===== src/rtl/psum_requant_pack_pkg.sv =====
// Shared types, parameter defaults and arithmetic helpers for the psum
// requantise-and-pack slice.
package quant_pkg;

  typedef enum logic [0:0] {
    IDLE = 1'b0,
    RUN  = 1'b1
  } state_t;

  localparam int DWIDTH_DEF  = 32;
  localparam int QWIDTH_DEF  = 8;
  localparam int PACK_DEF    = 4;
  localparam int OAWIDTH_DEF = 3;
  localparam int LWIDTH_DEF  = 16;

  // Clamp a wide signed value into the range of a signed 'width'-bit number.
  function automatic logic signed [63:0] sat_signed(input logic signed [63:0] value,
                                                    input int width);
    logic signed [63:0] hi;
    logic signed [63:0] lo;
    hi = (64'sd1 <<< (width - 1)) - 64'sd1;
    lo = -(64'sd1 <<< (width - 1));
    if (value > hi) return hi;
    else if (value < lo) return lo;
    else return value;
  endfunction

  // Round-half-up arithmetic right shift.
  function automatic logic signed [63:0] round_shift(input logic signed [63:0] value,
                                                     input logic [4:0] shift);
    logic signed [63:0] rnd;
    rnd = (shift == 5'd0) ? 64'sd0 : (64'sd1 <<< (shift - 5'd1));
    return (value + rnd) >>> shift;
  endfunction

endpackage


===== src/rtl/psum_requant_pack_if.sv =====
// Data-path bundle of psum_requant_pack: the upstream psum stream and the
// packed output stream towards the ofmap writer.
interface psum_requant_pack_if #(
  parameter int DWIDTH = 32,
  parameter int QWIDTH = 8,
  parameter int PACK   = 4
);
  // Handshake: in_valid has no ready (upstream cannot stall, one psum per cycle
  // while high). The output stream transfers the head word on every rising clk
  // edge where out_valid && out_ready; out_valid/out_data/out_keep/out_last stay
  // stable until that transfer, and out_valid never depends on out_ready.
  logic                     in_valid;
  logic signed [DWIDTH-1:0] in_data;
  logic                     out_valid;
  logic                     out_ready;
  logic [PACK*QWIDTH-1:0]   out_data;
  logic [PACK-1:0]          out_keep;
  logic                     out_last;

  modport master (
    output in_valid, in_data, out_ready,
    input  out_valid, out_data, out_keep, out_last
  );

  modport slave (
    input  in_valid, in_data, out_ready,
    output out_valid, out_data, out_keep, out_last
  );
endinterface


===== src/rtl/psum_requant_pack_requant_unit.sv =====
// Two-stage requantiser: bias add with saturation, then rounding shift,
// optional ReLU, zero-point add and saturation to QWIDTH.
module requant_unit
  import quant_pkg::*;
#(
  parameter int DWIDTH = DWIDTH_DEF,
  parameter int QWIDTH = QWIDTH_DEF
) (
  input  logic                     clk,
  input  logic                     rst,
  input  logic                     in_valid,
  input  logic signed [DWIDTH-1:0] in_data,
  input  logic signed [DWIDTH-1:0] cfg_bias,
  input  logic [4:0]               cfg_shift,
  input  logic signed [QWIDTH-1:0] cfg_zp,
  input  logic                     cfg_relu,
  output logic                     q_valid,
  output logic signed [QWIDTH-1:0] q
);

  logic                     s1_valid;
  logic signed [DWIDTH-1:0] s1;
  logic signed [63:0]       sum_w;
  logic signed [63:0]       r_w;
  logic signed [63:0]       q_w;

  // 64-bit intermediates are wide enough that no step can wrap.
  always_comb begin
    sum_w = 64'(in_data) + 64'(cfg_bias);
    r_w   = round_shift(64'(s1), cfg_shift);
    if (cfg_relu && r_w[63]) r_w = '0;
    q_w   = sat_signed(r_w + 64'(cfg_zp), QWIDTH);
  end

  always_ff @(posedge clk) begin
    if (rst) begin
      s1_valid <= 1'b0;
      s1       <= '0;
      q_valid  <= 1'b0;
      q        <= '0;
    end else begin
      s1_valid <= in_valid;
      q_valid  <= s1_valid;
      if (in_valid) s1 <= DWIDTH'(sat_signed(sum_w, DWIDTH));
      if (s1_valid) q  <= QWIDTH'(q_w);
    end
  end

endmodule


===== src/rtl/psum_requant_pack.sv =====
// Requantises finished psums, packs PACK elements per word and buffers the
// words in a show-ahead FIFO; overflow is flagged since upstream cannot stall.
module psum_requant_pack
  import quant_pkg::*;
#(
  parameter int DWIDTH  = DWIDTH_DEF,
  parameter int QWIDTH  = QWIDTH_DEF,
  parameter int PACK    = PACK_DEF,
  parameter int OAWIDTH = OAWIDTH_DEF,
  parameter int LWIDTH  = LWIDTH_DEF
) (
  input  logic                     clk,
  input  logic                     rst,
  input  logic                     cfg_load,
  input  logic signed [DWIDTH-1:0] cfg_bias,
  input  logic [4:0]               cfg_shift,
  input  logic signed [QWIDTH-1:0] cfg_zp,
  input  logic                     cfg_relu,
  input  logic [LWIDTH-1:0]        cfg_len,
  psum_requant_pack_if.slave       bus,
  output logic                     busy,
  output logic                     err_drop,
  output logic                     err_ovf,
  output state_t                   dbg_state
);

  localparam int DEPTH = 1 << OAWIDTH;
  localparam int WW    = PACK * QWIDTH;
  localparam int LANEW = (PACK > 1) ? $clog2(PACK) : 1;
  localparam int EW    = WW + PACK + 1;

  state_t                   state;
  logic signed [DWIDTH-1:0] bias_q;
  logic [4:0]               shift_q;
  logic signed [QWIDTH-1:0] zp_q;
  logic                     relu_q;
  logic [LWIDTH-1:0]        len_q;

  logic                     q_valid;
  logic signed [QWIDTH-1:0] q;

  logic                     load_ok;
  logic                     elem_fire;
  logic                     is_last;
  logic                     word_done;
  logic [LWIDTH-1:0]        elem_cnt;
  logic [LANEW-1:0]         lane;
  logic [WW-1:0]            pk_data;
  logic [WW-1:0]            word_next;
  logic [PACK-1:0]          pk_keep;
  logic [PACK-1:0]          keep_next;

  logic                     push_v;
  logic                     push_last;
  logic [WW-1:0]            push_data;
  logic [PACK-1:0]          push_keep;

  logic [EW-1:0]            mem [DEPTH];
  logic [OAWIDTH:0]         wr_ptr;
  logic [OAWIDTH:0]         rd_ptr;
  logic [EW-1:0]            head;
  logic                     empty;
  logic                     full;
  logic                     pop;
  logic                     do_write;
  logic                     ovf_drop;

  requant_unit #(
    .DWIDTH (DWIDTH),
    .QWIDTH (QWIDTH)
  ) u_requant (
    .clk       (clk),
    .rst       (rst),
    .in_valid  (bus.in_valid && (state == RUN)),
    .in_data   (bus.in_data),
    .cfg_bias  (bias_q),
    .cfg_shift (shift_q),
    .cfg_zp    (zp_q),
    .cfg_relu  (relu_q),
    .q_valid   (q_valid),
    .q         (q)
  );

  assign load_ok   = (state == IDLE) && cfg_load && (cfg_len != '0);
  assign elem_fire = q_valid && (state == RUN);
  assign is_last   = (elem_cnt == len_q - LWIDTH'(1));
  assign word_done = (lane == LANEW'(PACK - 1)) || is_last;
  assign dbg_state = state;

  always_comb begin
    word_next = pk_data;
    keep_next = pk_keep;
    word_next[int'(lane)*QWIDTH +: QWIDTH] = q;
    keep_next[lane] = 1'b1;
  end

  // FSM, element counter and packer. A completed word moves into the push
  // register, which writes the FIFO on the following cycle.
  always_ff @(posedge clk) begin
    if (rst) begin
      state     <= IDLE;
      busy      <= 1'b0;
      bias_q    <= '0;
      shift_q   <= '0;
      zp_q      <= '0;
      relu_q    <= 1'b0;
      len_q     <= '0;
      elem_cnt  <= '0;
      lane      <= '0;
      pk_data   <= '0;
      pk_keep   <= '0;
      push_v    <= 1'b0;
      push_last <= 1'b0;
      push_data <= '0;
      push_keep <= '0;
      err_drop  <= 1'b0;
    end else begin
      push_v <= 1'b0;
      case (state)
        IDLE: begin
          if (load_ok) begin
            state    <= RUN;
            busy     <= 1'b1;
            bias_q   <= cfg_bias;
            shift_q  <= cfg_shift;
            zp_q     <= cfg_zp;
            relu_q   <= cfg_relu;
            len_q    <= cfg_len;
            elem_cnt <= '0;
            lane     <= '0;
            pk_data  <= '0;
            pk_keep  <= '0;
          end
        end
        RUN: begin
          if (elem_fire) begin
            elem_cnt <= elem_cnt + LWIDTH'(1);
            if (word_done) begin
              push_v    <= 1'b1;
              push_data <= word_next;
              push_keep <= keep_next;
              push_last <= is_last;
              pk_data   <= '0;
              pk_keep   <= '0;
              lane      <= '0;
            end else begin
              pk_data <= word_next;
              pk_keep <= keep_next;
              lane    <= lane + LANEW'(1);
            end
            if (is_last) begin
              state <= IDLE;
              busy  <= 1'b0;
            end
          end
        end
        default: begin
          state <= IDLE;
          busy  <= 1'b0;
        end
      endcase
      if (load_ok) err_drop <= 1'b0;
      if (bus.in_valid && (state == IDLE)) err_drop <= 1'b1;
    end
  end

  // Output FIFO; pointers carry a wrap bit so full and empty are distinct.
  assign empty    = (wr_ptr == rd_ptr);
  assign full     = (wr_ptr[OAWIDTH] != rd_ptr[OAWIDTH]) &&
                    (wr_ptr[OAWIDTH-1:0] == rd_ptr[OAWIDTH-1:0]);
  assign pop      = !empty && bus.out_ready;
  assign do_write = push_v && (!full || pop);
  assign ovf_drop = push_v && full && !pop;

  always_ff @(posedge clk) begin
    if (do_write) mem[wr_ptr[OAWIDTH-1:0]] <= {push_last, push_keep, push_data};
  end

  always_ff @(posedge clk) begin
    if (rst) begin
      wr_ptr  <= '0;
      rd_ptr  <= '0;
      err_ovf <= 1'b0;
    end else begin
      if (do_write) wr_ptr <= wr_ptr + (OAWIDTH + 1)'(1);
      if (pop)      rd_ptr <= rd_ptr + (OAWIDTH + 1)'(1);
      if (load_ok)  err_ovf <= 1'b0;
      if (ovf_drop) err_ovf <= 1'b1;
    end
  end

  // Head fields are forced to zero while empty so stale storage never shows.
  assign head          = mem[rd_ptr[OAWIDTH-1:0]];
  assign bus.out_valid = !empty;
  assign bus.out_data  = empty ? '0 : head[WW-1:0];
  assign bus.out_keep  = empty ? '0 : head[WW +: PACK];
  assign bus.out_last  = !empty && head[EW-1];

endmodule


===== src/flat_wrapper.sv =====
// flat-port wrapper written by rule: the top's interface ports become plain ports
module psum_requant_pack_flat import quant_pkg::*;
#(
  parameter int DWIDTH  = DWIDTH_DEF,
  parameter int QWIDTH  = QWIDTH_DEF,
  parameter int PACK    = PACK_DEF,
  parameter int OAWIDTH = OAWIDTH_DEF,
  parameter int LWIDTH  = LWIDTH_DEF
)
  (clk, rst, cfg_load, cfg_bias, cfg_shift, cfg_zp, cfg_relu, cfg_len, busy, err_drop, err_ovf, dbg_state, bus_in_valid, bus_in_data, bus_out_ready, bus_out_valid, bus_out_data, bus_out_keep, bus_out_last);
  psum_requant_pack_if #(.DWIDTH(DWIDTH), .QWIDTH(QWIDTH), .PACK(PACK)) bus_i ();
  input  logic clk;
  input  logic rst;
  input  logic cfg_load;
  input  logic signed [DWIDTH-1:0] cfg_bias;
  input  logic [4:0] cfg_shift;
  input  logic signed [QWIDTH-1:0] cfg_zp;
  input  logic cfg_relu;
  input  logic [LWIDTH-1:0] cfg_len;
  output logic busy;
  output logic err_drop;
  output logic err_ovf;
  output state_t dbg_state;
  input wire logic [$bits(bus_i.in_valid)-1:0] bus_in_valid;
  input wire logic [$bits(bus_i.in_data)-1:0] bus_in_data;
  input wire logic [$bits(bus_i.out_ready)-1:0] bus_out_ready;
  output wire logic [$bits(bus_i.out_valid)-1:0] bus_out_valid;
  output wire logic [$bits(bus_i.out_data)-1:0] bus_out_data;
  output wire logic [$bits(bus_i.out_keep)-1:0] bus_out_keep;
  output wire logic [$bits(bus_i.out_last)-1:0] bus_out_last;
  assign bus_i.in_valid = bus_in_valid;
  assign bus_i.in_data = bus_in_data;
  assign bus_i.out_ready = bus_out_ready;
  assign bus_out_valid = bus_i.out_valid;
  assign bus_out_data = bus_i.out_data;
  assign bus_out_keep = bus_i.out_keep;
  assign bus_out_last = bus_i.out_last;
  psum_requant_pack #(.DWIDTH(DWIDTH), .QWIDTH(QWIDTH), .PACK(PACK), .OAWIDTH(OAWIDTH), .LWIDTH(LWIDTH)) u_core (.clk(clk), .rst(rst), .cfg_load(cfg_load), .cfg_bias(cfg_bias), .cfg_shift(cfg_shift), .cfg_zp(cfg_zp), .cfg_relu(cfg_relu), .cfg_len(cfg_len), .bus(bus_i), .busy(busy), .err_drop(err_drop), .err_ovf(err_ovf), .dbg_state(dbg_state));
endmodule

===== config.mk =====
export PLATFORM = sky130hd
export DESIGN_NAME = psum_requant_pack_flat
export DESIGN_NICKNAME = d
export VERILOG_FILES = /design/src/rtl/psum_requant_pack_pkg.sv /design/src/rtl/psum_requant_pack_if.sv /design/src/rtl/psum_requant_pack_requant_unit.sv /design/src/rtl/psum_requant_pack.sv /design/src/flat_wrapper.sv
export SDC_FILE = /design/constraint.sdc
export NUM_CORES = 1
export LEC_CHECK = 0
export ABC_AREA = 1
export CORE_MARGIN = 1.5
export CORE_UTILIZATION = 35
export DETAILED_ROUTE_END_ITERATION = 8
export HOLD_SLACK_MARGIN = 0.1
export PLACE_DENSITY = 0.62
export SLEW_MARGIN = 20
export SYNTH_ARGS = -nofsm -noshare
export SYNTH_HDL_FRONTEND = slang
export SYNTH_SLANG_ARGS = --single-unit

===== constraint.sdc =====
create_clock -name clk -period 6.8 [get_ports clk]
set_input_delay 1.7 -clock clk [delete_from_list [all_inputs] [get_ports clk]]
set_output_delay 1.7 -clock clk [all_outputs]
set_load 0.01 [all_outputs]

==> reports/qor.csv <==
metric,value,unit
CTS tree,yes,
Fmax achieved,154,MHz
Final Critical Period,6.49,ns
Max Cap Viol,0,
fraction of registers with async set/reset,0,
Die Height,309,um
Initial Utilization,0.353,
Detailed Routing Iterations Pass 1,6,
met1 Use GR,0.294,
total CTS buffers,52,
Core Region,93000,um2
YS warnings,0,
Synth Instances,4655,
Lkg Pwr,0.0183,uW
layout cells sized above 1,0.151,
NumNets Final,5260,
Setup crit start,u_core.shift_q[3],
startpoint types,flip-flop,
Most common cell on crit path,nand2_1,
Placement Cell Area,37600,um2
DIE AREA,95600,um2
clk buf depth,3,
DP Worst Slack,-0.322,ns
Synth Flop Type,edfxtp_1,
synth-to-layout area growth,24.3,%
largest net degree at the start of global routing,110,
sequential area share after synthesis,0.400,
Hold Path Class,reg -> reg,
crit share post-route,0.954,
relative slew slack,0.255,
clock transition at the registers of the reported paths,0.07,ns
Tot GR Track Use,0.216,
initial drt markers,2743,
clk sink count,507,
residual DRC count,0,
outcome,finished clean,
Final setup viols,0,
Final WS setup,0.314,ns
reg2reg start,u_core.shift_q[3],
antenna violations before repair,0,
row cnt,112,
Worst Path Max Fanout,40,
# IOs,141,
fin. max-slew vios,0,
setup TNS,0,ns
H-tree depth,2,
Root Buffer Master,clkbuf_16,
Peak VDD IR,0.000199,V
drt total wl,106000,um
Post-Synthesis Cell Area,32800,um2
vias in the first global route,30300,
Syn Area/Cell,7.05,um2
crit path kind,reg -> reg,
first-pass GRT wire length,165000,um
worst slew pin tran,1.12,ns
Synth Register Bits,507,
Crit. End Element,flip-flop,
worst skew pair latency,0.62,ns
IO Port Bufs,140,
grt total ovfl,0,
Post-synth EDFFs,296,
Hold WS,0.460,ns
"most common cell after layout, fill and taps aside",nand2_1,
Detail Route Antenna Nets,0,
hpwl dp,78000,um
Vias,32400,
global placement routability congestion,0.940,
Hold Path Origin,u_core.busy,
Die X,309,um
most frequent cells in the layout,"nand2_1, nor2_1, inv_1",
routing usage on met3,0.0227,
Worst path slowest cell,dfxtp_2,
DR WL/cell,16.8,um
"Data required, critical path",7.26,ns
Worst Path Arrival,6.94,ns
met2 usage,0.367,
Final Hold Viols,0,
unique cell type count in the Yosys netlist,54,
Pwr Density,234,nW/um2
worst stage delay on the critical path,0.51,ns
GRT busiest layer,met2,
number of antenna diodes,0,
Clock Skew,0.0528,ns
vias per inst,5.13,
Mapped Nets,4897,
post-route cell area,40800,um2
[cell type report]
cell class / count / area, um2
clock buffer: 72 / 1460
clock inverter: 26 / 290
fill: 9543 / 52300
inverter: 485 / 1830
multi-input combinational: 3478 / 18400
sequential: 507 / 13100
tap: 1254 / 1570
timing repair buffer: 494 / 4150
[sequential cells by signal, summed over array words and instances, names as in the netlist, 5 cells and up, named ones only]
name                 flops
u_core.push_data        32
u_core.u_requant.s1     32
u_core.zp_q              8
u_core.shift_q           5
u_core.mem             296
u_core.u_requant.q       8
u_core.pk_data          32
u_core.elem_cnt         16
u_core.bias_q           32
u_core.len_q            16
[per-stage QoR]
step / instances / power [uW] / utilization
2_1_floorplan: 4655 / 5190 / -
3_3_place_gp: 6199 / 6370 / 0.404
3_5_place_dp: 6199 / 6390 / 0.404
4_1_cts: 6297 / 9310 / 0.424
5_1_grt: 6316 / 10000 / 0.438
6_report: 6316 / 9530 / 0.438
[metal layers]
layer  routed length [um]  up-vias
met5                    0        -
met4                 2550        0
met3                 5500      160
met2                49700      889
met1                48400    15100
li1                     -    16200
[worst paths after layout]
check / end / slack, ns / cells after the start
worst min-delay path: u_core.busy / 0.46 / 2
worst max register to register: u_core.u_requant.q[6] / 0.31 / 40
worst max-delay path: u_core.u_requant.q[6] / 0.31 / 40
worst min register to register: u_core.busy / 0.46 / 2
[report_power, final]
| group | switching, uW | internal [uW] |
|---|---|---|
| Clock | 1240 | 1670 |
| Sequential | 74.6 | 3270 |
| Combinational | 2000 | 1270 |
[logic make-up after synthesis]
logic type | after synthesis | synth area share
other cells | 2 | 0.000229
flops | 507 | 0.400
xor+xnor | 87 | 0.0232
fa+ha+maj | 143 | 0.0552
compound gates | 895 | 0.148
simple gates | 2350 | 0.295
mux | 1 | 0.000305
buf+inv | 670 | 0.0789
[synth_stat cells, types with 4 or more instances]
library cell | instances | area (um2)
nor2_1 | 733 | 2750
edfxtp_1 | 296 | 8890
xnor2_1 | 28 | 245
o22ai_1 | 69 | 432
nor4_1 | 11 | 68.8
inv_1 | 479 | 1800
xor2_1 | 59 | 517
ha_1 | 140 | 1750
o21a_1 | 9 | 67.6
clkbuf_1 | 139 | 522
nand3b_1 | 24 | 180
a21o_1 | 7 | 52.6
o21ai_1 | 16 | 80.1
nand4_1 | 45 | 282
nand2_1 | 1107 | 4160
o21bai_1 | 21 | 158
a211oi_1 | 7 | 52.6
nor2_2 | 4 | 25.0
a31oi_1 | 58 | 363
a21oi_1 | 278 | 1390
inv_2 | 4 | 15.0
o211ai_1 | 10 | 75.1
buf_2 | 14 | 70.1
nor3_1 | 24 | 120
nand3_1 | 379 | 1900
nand2_2 | 9 | 56.3
dfxtp_1 | 211 | 4220
buf_6 | 7 | 78.8
buf_1 | 25 | 93.8
o21ai_0 | 404 | 2020
[critical path: cells and delay by family, from the launching register on]
kind	cells	cell delay [ns]
buffers and inverters	9	1.07
AND/OR/NAND/NOR	22	2.64
flip-flops	1	0.51
adder cells (fa/ha/maj)	2	0.62
AO/OA/AOI/OAI	7	1.50
[what timing repair did]
item | 4_1_cts | 5_1_grt
buffers inserted | 0 | 18
pin swaps | 2 | 64
cloned | 0 | 0
setup endpoints to repair | 8 | 8
resized for setup | 14 | 320
hold buffers | 0 | 0
Power figures use the tool's default switching activity.
